### src/rtl/ssd_pkg.sv
// Shared definitions for the seven-segment scan driver: glyph table,
// converter state encoding and a constant clog2 helper.
package ssd_pkg;

    // Segment patterns {a,b,c,d,e,f,g}, active-low (0 = segment lit)
    localparam logic [6:0] SEG_0     = 7'b0000001;
    localparam logic [6:0] SEG_1     = 7'b1001111;
    localparam logic [6:0] SEG_2     = 7'b0010010;
    localparam logic [6:0] SEG_3     = 7'b0000110;
    localparam logic [6:0] SEG_4     = 7'b1001100;
    localparam logic [6:0] SEG_5     = 7'b0100100;
    localparam logic [6:0] SEG_6     = 7'b0100000;
    localparam logic [6:0] SEG_7     = 7'b0001111;
    localparam logic [6:0] SEG_8     = 7'b0000000;
    localparam logic [6:0] SEG_9     = 7'b0000100;
    localparam logic [6:0] SEG_A     = 7'b0001000;
    localparam logic [6:0] SEG_B     = 7'b1100000;
    localparam logic [6:0] SEG_C     = 7'b0110001;
    localparam logic [6:0] SEG_D     = 7'b1000010;
    localparam logic [6:0] SEG_E     = 7'b0110000;
    localparam logic [6:0] SEG_F     = 7'b0111000;
    localparam logic [6:0] SEG_BLANK = 7'b1111111;

    typedef logic [1:0] conv_state_t;
    localparam conv_state_t ST_IDLE  = 2'd0;
    localparam conv_state_t ST_SHIFT = 2'd1;
    localparam conv_state_t ST_DONE  = 2'd2;

    function automatic int unsigned clog2(input int unsigned value);
        int unsigned res;
        res = 0;
        for (int unsigned w = 1; w < value; w = w << 1) begin
            res++;
        end
        return res;
    endfunction

    // Nibble to glyph; codes 10-15 only have a glyph in hex display mode
    function automatic logic [6:0] seg_glyph(input logic [3:0] nib, input logic hex_en);
        if (!hex_en && (nib > 4'd9)) begin
            return SEG_BLANK;
        end
        case (nib)
            4'h0:    return SEG_0;
            4'h1:    return SEG_1;
            4'h2:    return SEG_2;
            4'h3:    return SEG_3;
            4'h4:    return SEG_4;
            4'h5:    return SEG_5;
            4'h6:    return SEG_6;
            4'h7:    return SEG_7;
            4'h8:    return SEG_8;
            4'h9:    return SEG_9;
            4'hA:    return SEG_A;
            4'hB:    return SEG_B;
            4'hC:    return SEG_C;
            4'hD:    return SEG_D;
            4'hE:    return SEG_E;
            4'hF:    return SEG_F;
            default: return SEG_BLANK;
        endcase
    endfunction

endpackage

### src/rtl/ssd_bin2bcd.sv
// Sequential double-dabble binary-to-BCD converter with start/busy/done
// handshake and a single-deep pending slot for starts that arrive while busy.
module ssd_bin2bcd
    import ssd_pkg::*;
#(
    parameter int unsigned BIN_W = 8,
    parameter int unsigned BCD_W = 32
) (
    input  logic             board_clk,
    input  logic             Reset,
    input  logic             start_i,
    input  logic [BIN_W-1:0] bin_i,
    output logic             busy_o,
    output logic             done_c,
    output logic [BCD_W-1:0] bcd_o
);

    localparam int unsigned CNT_W   = clog2(BIN_W + 1);
    localparam int unsigned NIBBLES = BCD_W / 4;

    conv_state_t state_q, state_d;
    logic [BIN_W-1:0] bin_q, bin_d;
    logic [BCD_W-1:0] bcd_q, bcd_d;
    logic [CNT_W-1:0] cnt_q, cnt_d;
    logic             pend_q, pend_d;
    logic [BIN_W-1:0] pend_val_q, pend_val_d;
    logic             busy_q, busy_d;

    logic [BCD_W-1:0]       bcd_adj;
    logic [BCD_W+BIN_W-1:0] shifted;

    // Add-3 correction on every nibble >= 5, then one left shift of {bcd,bin}
    always_comb begin
        bcd_adj = bcd_q;
        for (int unsigned i = 0; i < NIBBLES; i++) begin
            if (bcd_q[4*i +: 4] >= 4'd5) begin
                bcd_adj[4*i +: 4] = bcd_q[4*i +: 4] + 4'd3;
            end
        end
        shifted = {bcd_adj[BCD_W-2:0], bin_q, 1'b0};
    end

    always_ff @(posedge board_clk or posedge Reset) begin
        if (Reset) begin
            state_q    <= ST_IDLE;
            bin_q      <= '0;
            bcd_q      <= '0;
            cnt_q      <= '0;
            pend_q     <= 1'b0;
            pend_val_q <= '0;
            busy_q     <= 1'b0;
        end else begin
            state_q    <= state_d;
            bin_q      <= bin_d;
            bcd_q      <= bcd_d;
            cnt_q      <= cnt_d;
            pend_q     <= pend_d;
            pend_val_q <= pend_val_d;
            busy_q     <= busy_d;
        end
    end

    always_comb begin
        state_d    = state_q;
        bin_d      = bin_q;
        bcd_d      = bcd_q;
        cnt_d      = cnt_q;
        pend_d     = pend_q;
        pend_val_d = pend_val_q;
        done_c     = 1'b0;

        case (state_q)
            ST_IDLE: begin
                if (start_i) begin
                    state_d = ST_SHIFT;
                    bin_d   = bin_i;
                    bcd_d   = '0;
                    cnt_d   = '0;
                end
            end
            ST_SHIFT: begin
                {bcd_d, bin_d} = shifted;
                cnt_d          = cnt_q + CNT_W'(1);
                if (cnt_q == CNT_W'(BIN_W - 1)) begin
                    state_d = ST_DONE;
                end
                if (start_i) begin
                    pend_d     = 1'b1;
                    pend_val_d = bin_i;
                end
            end
            ST_DONE: begin
                // A start in this cycle supersedes any older pending value
                done_c = 1'b1;
                pend_d = 1'b0;
                if (start_i || pend_q) begin
                    state_d = ST_SHIFT;
                    bin_d   = start_i ? bin_i : pend_val_q;
                    bcd_d   = '0;
                    cnt_d   = '0;
                end else begin
                    state_d = ST_IDLE;
                end
            end
            default: begin
                state_d = ST_IDLE;
            end
        endcase

        // Held one extra cycle past DONE so the display update is settled when busy drops
        busy_d = (state_d != ST_IDLE) || (state_q != ST_IDLE);
    end

    assign busy_o = busy_q;
    assign bcd_o  = bcd_q;

endmodule

### src/rtl/ssd_bcd_scan_driver.sv
// N-digit seven-segment driver: BCD conversion, anode scan, leading-zero
// blanking and output polarity. Optional hex bypass under SSD_HEX_MODE_EN.
module ssd_bcd_scan_driver
    import ssd_pkg::*;
#(
    parameter int unsigned NUM_DIGITS = 8,
    parameter int unsigned BIN_W      = 8,
    parameter int unsigned SCAN_DIV_W = 18,
    parameter bit          ACTIVE_LOW = 1'b1
) (
    input  logic                  board_clk,
    input  logic                  Reset,
    input  logic [BIN_W-1:0]      value_in,
    input  logic                  load,
    input  logic                  blank_en,
    input  logic [NUM_DIGITS-1:0] dp_mask,
`ifdef SSD_HEX_MODE_EN
    input  logic                  hex_mode,
`endif
    output logic                  busy,
    output logic [NUM_DIGITS-1:0] an,
    output logic [7:0]            cath
);

    localparam int unsigned BCD_W  = 4 * NUM_DIGITS;
    localparam int unsigned IDX_W  = (clog2(NUM_DIGITS) > 0) ? clog2(NUM_DIGITS) : 1;
    localparam int unsigned SCAN_W = SCAN_DIV_W + IDX_W;
    localparam logic [SCAN_W-1:0]     SCAN_LAST   = {IDX_W'(NUM_DIGITS - 1), {SCAN_DIV_W{1'b1}}};
    localparam logic [NUM_DIGITS-1:0] AN_RST_ON   = NUM_DIGITS'(1);
    localparam logic [7:0]            CATH_RST_ON = {~SEG_0, 1'b0};

    logic             conv_start;
    logic             conv_done;
    logic [BCD_W-1:0] conv_bcd;
    logic             disp_hex;

    logic [BCD_W-1:0]      disp_q, disp_d;
    logic [SCAN_W-1:0]     scan_q, scan_d;
    logic [NUM_DIGITS-1:0] an_q, an_d;
    logic [7:0]            cath_q, cath_d;

    logic [IDX_W-1:0]      idx;
    logic [NUM_DIGITS-1:0] blank_vec;
    logic                  lead_zero;
    logic [3:0]            sel_nib;
    logic                  sel_dp;
    logic                  sel_blank;
    logic [NUM_DIGITS-1:0] an_on;
    logic [7:0]            cath_on;

`ifdef SSD_HEX_MODE_EN
    logic hex_q, hex_d;

    assign conv_start = load && !hex_mode;
    assign disp_hex   = hex_q;

    always_ff @(posedge board_clk or posedge Reset) begin
        if (Reset) begin
            hex_q <= 1'b0;
        end else begin
            hex_q <= hex_d;
        end
    end
`else
    assign conv_start = load;
    assign disp_hex   = 1'b0;
`endif

    ssd_bin2bcd #(
        .BIN_W (BIN_W),
        .BCD_W (BCD_W)
    ) u_bin2bcd (
        .board_clk (board_clk),
        .Reset     (Reset),
        .start_i   (conv_start),
        .bin_i     (value_in),
        .busy_o    (busy),
        .done_c    (conv_done),
        .bcd_o     (conv_bcd)
    );

    // Display register: whole result lands in one edge
    always_comb begin
        disp_d = disp_q;
`ifdef SSD_HEX_MODE_EN
        hex_d = hex_q;
`endif
        if (conv_done) begin
            disp_d = conv_bcd;
`ifdef SSD_HEX_MODE_EN
            hex_d  = 1'b0;
`endif
        end
`ifdef SSD_HEX_MODE_EN
        if (load && hex_mode) begin
            disp_d = BCD_W'(value_in);
            hex_d  = 1'b1;
        end
`endif
    end

    // Free-running scan counter; explicit wrap supports non-power-of-2 digit counts
    assign scan_d = (scan_q == SCAN_LAST) ? '0 : scan_q + SCAN_W'(1);
    assign idx    = scan_q[SCAN_W-1 -: IDX_W];

    always_comb begin
        lead_zero = 1'b1;
        blank_vec = '0;
        for (int i = NUM_DIGITS - 1; i >= 0; i--) begin
            lead_zero    = lead_zero && (disp_q[4*i +: 4] == 4'd0);
            blank_vec[i] = blank_en && (i != 0) && lead_zero;
        end

        sel_nib   = 4'd0;
        sel_dp    = 1'b0;
        sel_blank = 1'b0;
        for (int unsigned i = 0; i < NUM_DIGITS; i++) begin
            if (idx == IDX_W'(i)) begin
                sel_nib   = disp_q[4*i +: 4];
                sel_dp    = dp_mask[i];
                sel_blank = blank_vec[i];
            end
        end

        an_on   = sel_blank ? '0 : (NUM_DIGITS'(1) << idx);
        cath_on = {(sel_blank ? 7'b0 : ~seg_glyph(sel_nib, disp_hex)), sel_dp};

        // Internal logic is active-high; board polarity applied only here
        an_d   = ACTIVE_LOW ? ~an_on : an_on;
        cath_d = ACTIVE_LOW ? ~cath_on : cath_on;
    end

    always_ff @(posedge board_clk or posedge Reset) begin
        if (Reset) begin
            disp_q <= '0;
            scan_q <= '0;
            an_q   <= ACTIVE_LOW ? ~AN_RST_ON : AN_RST_ON;
            cath_q <= ACTIVE_LOW ? ~CATH_RST_ON : CATH_RST_ON;
        end else begin
            disp_q <= disp_d;
            scan_q <= scan_d;
            an_q   <= an_d;
            cath_q <= cath_d;
        end
    end

    assign an   = an_q;
    assign cath = cath_q;

endmodule

### config.mk
export PLATFORM = sky130hd
export DESIGN_NAME = ssd_bcd_scan_driver
export DESIGN_NICKNAME = d
export VERILOG_FILES = /design/src/rtl/ssd_pkg.sv /design/src/rtl/ssd_bin2bcd.sv /design/src/rtl/ssd_bcd_scan_driver.sv
export SDC_FILE = /design/constraint.sdc
export NUM_CORES = 1
export LEC_CHECK = 0
export BUFFER_PORTS_ARGS = -buffer_cell sky130_fd_sc_hd__buf_2
export CORE_MARGIN = 5
export CORE_UTILIZATION = 61
export DETAILED_ROUTE_END_ITERATION = 16
export PLACE_DENSITY = 0.8
export SYNTH_ARGS = -nofsm -noshare
export SYNTH_HDL_FRONTEND = slang
export SYNTH_SLANG_ARGS = --single-unit
### constraint.sdc
create_clock -name board_clk -period 4.4 [get_ports board_clk]
set_clock_uncertainty 0.15 [all_clocks]
set_input_delay 0.44 -clock board_clk [delete_from_list [all_inputs] [get_ports board_clk]]
set_output_delay 0.44 -clock board_clk [all_outputs]
set_load 0.05 [all_outputs]
-- Word level (Yosys, flattened, before mapping)
Memory sizes are Yosys's and may differ from the RTL's.
Index checks and enable logic that the tools add are counted.
Widths: inputs -> output; s select.
- memories kept: 1
- flip-flop bits (word level): 125
- logic and storage cells: 133
- input port bits: 20
- bits in read-only memories: 112
- shift-type cells: 1
- add/subtract/negate cells: 10
- bitwise operators: 3
- muxes and demuxes: 54
- magnitude comparators: 9
- eq/ne operators: 14
- reduce and logical (&&, ||, !) cells: 30
- memory list (memory ; depth ; width ; rd ports ; clocked after memory_dff ; wr ports ; RTL line ; source):
    (no name shown) ; 16 ; 7 ; 1 ; 0 ; 0 ; ssd_pkg.sv:43 ; case (nib)
- operators with widths (operator ; number):
    $pmux 32 s3 ; 1
    $mux 4 ; 17
    $mux 32 ; 2
    $ge 4x3->1 const B ; 8
    $mux 8 ; 4
    $add 4x2->4 const B ; 7
    $logic_not 4->1 ; 7
    $pmux 8 s3 ; 1
    $add 21x1->21 const B ; 1
    $eq 21x21->1 const B ; 1
    $mux 21 ; 1
    $mux 7 ; 3
    $mux 1 ; 19
    $not 8->8 ; 2
    $logic_and 1x1->1 ; 13
    $eq 3x3->1 const B ; 4
    $pmux 4 s3 ; 1
    $shl 1x3->8 const A ; 1
    $not 7->7 ; 1
    $eq 3x2->1 const B ; 2
    $pmux 2 s3 ; 1
    $reduce_bool 2->1 ; 3
    $add 4x1->4 const B ; 1
    $eq 4x3->1 const B ; 1
    16 further kinds ; 19

-- Logic depth before layout (Yosys ltp)
- depth in word-level cells: 17
- mapped depth: 11
- depth with buffers taken out: 9

-- Cells and area by module
A second synthesis with hierarchy kept.
- cells, all modules: 608
- area, all modules: 6625.1 µm²
- modules (own cells, without submodules) (module ; sequential area each (µm²) ; cells each ; area an instance (µm²) ; instances):
    ssd_bcd_scan_driver ; 1737.9 ; 277 ; 3417.0 ; 1
    ssd_bin2bcd ; 1401.3 ; 331 ; 3208.1 ; 1

-- Worst setup path after synthesis
OpenSTA, ideal clock, no wires.
- path type: register to register
- start point: register scan_q[19]
- end point: register cath_q[6], in the netlist cath[6]
- required time: 4.170 ns
- setup slack: 1.930 ns
- stages on the path, launching flop included: 10
- arrival time: 2.239 ns
- period minus slack after synthesis: 2.470 ns
- path through: dfrtp_1 buf_6 mux2_1 a221o_1 a32oi_4 inv_1 ha_1 nor3b_1 a221oi_4 o211ai_2
- cells in the longest elaborated chain, start to end: 15
- ends and longest elaborated chain (what ; RTL line ; source):
    start: declaration ; ssd_bcd_scan_driver.sv:38 ; logic [SCAN_W-1:0] scan_q, scan_d;
    start signal: assignment ; ssd_bcd_scan_driver.sv:141 ; scan_q <= scan_d;
    $logic_not 3->1 ; ssd_bcd_scan_driver.sv:118 ; if (idx == IDX_W'(i)) begin
    $mux 4 (8 in series) ; ssd_bcd_scan_driver.sv:118 ;
    $gt 4x4->1 ; ssd_pkg.sv:40 ; if (!hex_en && (nib > 4'd9)) begin
    $mux 1 ; ssd_pkg.sv:40 ;
    $mux 7 ; ssd_pkg.sv:43 ;
    $not 7->7 ; ssd_bcd_scan_driver.sv:126 ; cath_on = {(sel_blank ? 7'b0 : ~seg_glyph(sel_nib, disp_hex)), sel_dp};
    $mux 7 * ; ssd_bcd_scan_driver.sv:126 ;
    $not 8->8 * ; ssd_bcd_scan_driver.sv:130 ; cath_d = ACTIVE_LOW ? ~cath_on : cath_on;
    via cath_d[6] ; ssd_bcd_scan_driver.sv:40 ; logic [7:0] cath_q, cath_d;
    end signal: assignment ; ssd_bcd_scan_driver.sv:138 ; cath_q <= ACTIVE_LOW ? ~CATH_RST_ON : CATH_RST_ON;
    end signal: assignment ; ssd_bcd_scan_driver.sv:143 ; cath_q <= cath_d;
    end: declaration ; ssd_bcd_scan_driver.sv:40 ;
Mark *: on every way through the listed nets, which the timed path passes. The rest lies on a longest branch.
A chain may end at the register's enable or synchronous reset.

-- Worst setup path in the final report
- start point: register scan_q[19]
- end point: register cath_q[1], in the netlist cath[1]
Same word-level chain as after synthesis.

==> flow_metrics.py <==
metrics = {
    "layout": {
        "final_nets": 719,
        "final_common_cell": "dfrtp_1",
        "layout-drive-gt1-share_pct": 21.6,
        "area_growth_pct": 15.3,
        "final_cell_mix": "116 x dfrtp_1, 69 x o21ai_0, 62 x nand2_1",
        "n_antenna_cell": 0,
    },
    "worst_hold_path": {
        "worst_hold_path.num_cells": 2,
        "min_from": "value_in[1]",
        "holdPathEnd": "u_bin2bcd.pend_val_q[1]",
        "hp-class": "in -> reg",
    },
    "logic_synthesis": {
        "synth_compound_gate_area_share_pct": 13.8,
        "synth_xor_area_share_pct": 3.64,
        "synth_edf_count": 0,
        "synth_mux_area_share_pct": 11.4,
        "synth_top_family_by_area": "simple AND/OR/NAND/NOR gates",
        "mappedNetlistNets": 683,
        "yosysSeqAreaShare_pct": 48.3,
        "syn_avg_cell_area_um2": 10.2,
        "synthFlopType": "dfrtp_1",
        "yosys_warnings": 0,
        "synth-simple-area-share_pct": 13.8,
        "synth_cells": 636,
        "async_flop_share_pct": 100,
        "synth-adder-area-share_pct": 5.20,
        "yosysUniqueCellTypes": 57,
        "synthesis.area_um2": 6500,
        "ys_ff_latch": 125,
    },
    "placement": {
        "hpwl_um": 9200,
        "numPortBuffers": 36,
        "routabilityCongestion": 0.864,
    },
    "timing": {
        "maxSlewHeadroom_pct": 34.1,
        "drv_slew": 0,
        "worstMarginPinSlew_ns": 0.989,
        "finalSetupTns_ns": 0,
        "fin_crit_sh_pct": 75.0,
        "hold_violations": 0,
        "min_period_ns": 3.30,
        "fin_hold_ws_ns": 0.0213,
        "fmax_mhz": 303,
        "rsz0062_at_grt": "false",
        "setup_viol": 0,
    },
    "power": {
        "ir_drop_uv": 444,
        "power.internal_mw": 2.71,
        "p_sw_mw": 1.21,
        "p_seq_share_pct": 36.4,
        "power_density_nw_per_um2": 523,
        "comb_power_share_pct": 23.3,
        "p_leak_nw": 3.36,
        "clkPwrFrac_pct": 40.3,
        "swShare_pct": 30.9,
    },
    "critical_path": {
        "cp.required_ns": 4.71,
        "critical_path_class": "reg -> reg",
        "reg2reg_to": "cath[1]",
        "rrSetupSlack_ns": 1.10,
        "worst_setup_path_end_kind": "flip-flop",
        "rr_worst_depth": 8,
        "startpoint_type": "flip-flop",
        "crit_arrival_ns": 3.60,
        "worst_r2r_startpoint": "scan_q[19]",
        "worstPathMaxFanout": 31,
    },
    "routing": {
        "wl_per_cell_um": 17.2,
        "vias_per_cell": 5.92,
        "num_vias": 4857,
        "drt_iter0_drc": 391,
        "drtAntennaViolNets": 0,
        "drtPass1Iterations": 7,
        "drc": 0,
        "wirelength_um": 14200,
    },
    "status": {
        "status": "finished clean",
    },
    "floorplanning": {
        "num_rows": 37,
        "fp.dieArea_um2": 12800,
        "die_h_um": 113,
        "die_x_um": 113,
        "start_util_pct": 62.6,
        "coreArea_um2": 10400,
        "pin_count": 37,
    },
    "global_routing": {
        "antenna_found_initial": 0,
        "grt_max_degree": 69,
        "grt_pass1_wl_um": 24400,
        "grt_usage_pct": 23.9,
        "grt_pass1_vias": 5084,
        "grt_overflow": 0,
    },
    "clock_tree": {
        "cts_buffer_depth": 2,
        "clkTransAtPathRegs_ns": 0.06,
        "root_buffer": "clkbuf_8",
        "clk_latency_ns": 0.54,
        "htree_levels": 4,
        "clock-sinks": 125,
        "cts_buffers": 17,
        "cts_tree": "built",
    },
    "flow_run": {
        "cap_violations": 0,
    },
}
final cells by class:
type | instances | area, um^2
Clock buffer | 19 | 432
Clock inverter | 13 | 236
Fill cell | 700 | 2880
Inverter | 28 | 108
Multi-Input combinational cell | 451 | 3110
Sequential cell | 125 | 3140
Tap cell | 136 | 170
Timing Repair Buffer | 49 | 293
worst max-delay path: stages, from the launching register on:
cell      delay, ns
dfrtp_1        0.75
nor2b_1        0.68
a21oi_1        0.16
a31oi_1        0.40
inv_1          0.17
ha_1           0.27
nor3b_1        0.36
a221oi_4       0.11
o21ai_1        0.16
stage by stage:
| step | setup slack, ns | power, mW | area (um^2) | instances | util, % |
|---|---|---|---|---|---|
| 2_1_floorplan | 0.497 | 2.10 | 6500 | 636 | - |
| 3_3_place_gp | 1.37 | 2.28 | 6760 | 783 | 65.2 |
| 3_5_place_dp | 1.18 | 2.33 | 6760 | 783 | 65.2 |
| 4_1_cts | 1.11 | 3.94 | 7490 | 821 | 72.2 |
| 5_1_grt | 0.732 | 4.12 | 7490 | 821 | 72.2 |
| 6_report | 1.10 | 3.92 | 7490 | 821 | 72.2 |
sequential cells by signal, summed over array words and instances (netlist names):
signal / cells
u_bin2bcd.pend_val_q: 8
disp_q: 32
u_bin2bcd.bin_q: 8
u_bin2bcd.busy_o: 1
scan_q: 21
u_bin2bcd.cnt_q: 4
an: 8
u_bin2bcd.state_q: 2
u_bin2bcd.pend_q: 1
cath: 8
u_bin2bcd.bcd_o: 32
worst max path at each step:
stage	cells after the start	from	endpoint	slack, ns
floorplan	1	Reset	an[0]	0.50
global placement	8	scan_q[19]	cath[5]	1.37
detailed placement	8	scan_q[19]	cath[1]	1.18
CTS	8	scan_q[19]	cath[1]	1.11
global route	8	scan_q[19]	cath[1]	0.73
finish	8	scan_q[19]	cath[1]	1.10
synthesized netlist by cell type, types with 2 or more instances:
cell,count,area share (%)
a211oi_1,2,0.23
a21oi_1,32,2.5
a221o_1,3,0.46
a22o_1,2,0.27
a22oi_1,7,0.81
a31oi_1,2,0.19
and2_1,3,0.29
and3_1,6,0.58
buf_1,2,0.12
buf_2,8,0.62
clkbuf_1,20,1.2
dfrtp_1,116,45
dfstp_2,9,3.6
ha_1,27,5.2
inv_1,27,1.6
mux2_2,54,9.4
mux2i_1,10,1.5
nand2_1,62,3.6
nand2b_1,11,1.1
nand3_1,20,1.5
nand3b_1,2,0.23
nand4_1,4,0.39
nor2_1,40,2.3
nor2b_1,5,0.48
nor3_1,3,0.23
nor3b_1,14,1.6
nor4_1,8,0.77
o211ai_1,2,0.23
o21ai_0,69,5.3
o21ai_1,5,0.39
o22ai_1,8,0.77
or3_1,3,0.29
xnor2_1,17,2.3
xor2_1,10,1.3
power groups by stage:
stage	sequential [mW]	combinational, mW	clock, mW
2_1_floorplan	1.48	0.615	0
3_3_place_gp	1.43	0.848	0
3_5_place_dp	1.44	0.891	0
4_1_cts	1.42	0.914	1.60
5_1_grt	1.45	1.02	1.66
6_report	1.43	0.913	1.58
routing by layer:
layer / GRT usage (%) / share of wire [%] / vias to the layer above
met5: 0 / 0 / -
met3: 6.68 / 4.7 / 20
met1: 30.3 / 44 / 2409
li1: - / - / 2302
met2: 39.1 / 51 / 126
met4: 9.46 / 1.2 / 0
repair_timing:
| action | in CTS | in global routing |
|---|---|---|
| resized for setup | 0 | 0 |
| hold endpoints to repair | 70 | 0 |
| hold buffers | 6 | 0 |
| setup buffers | 0 | 0 |
| endpoints found under the setup margin | 0 | 0 |
kinds of logic (layout without fill, tap and decap cells):
kind of cell | count (synthesis) | count (layout)
AND/OR/NAND/NOR | 185 | 185
XOR/XNOR | 27 | 27
multiplexers | 66 | 66
adder cells (fa/ha/maj) | 27 | 27
buffers and inverters | 60 | 109
flip-flops | 125 | 125
AO/OA/AOI/OAI | 146 | 146
Power figures use the tool's default switching activity.
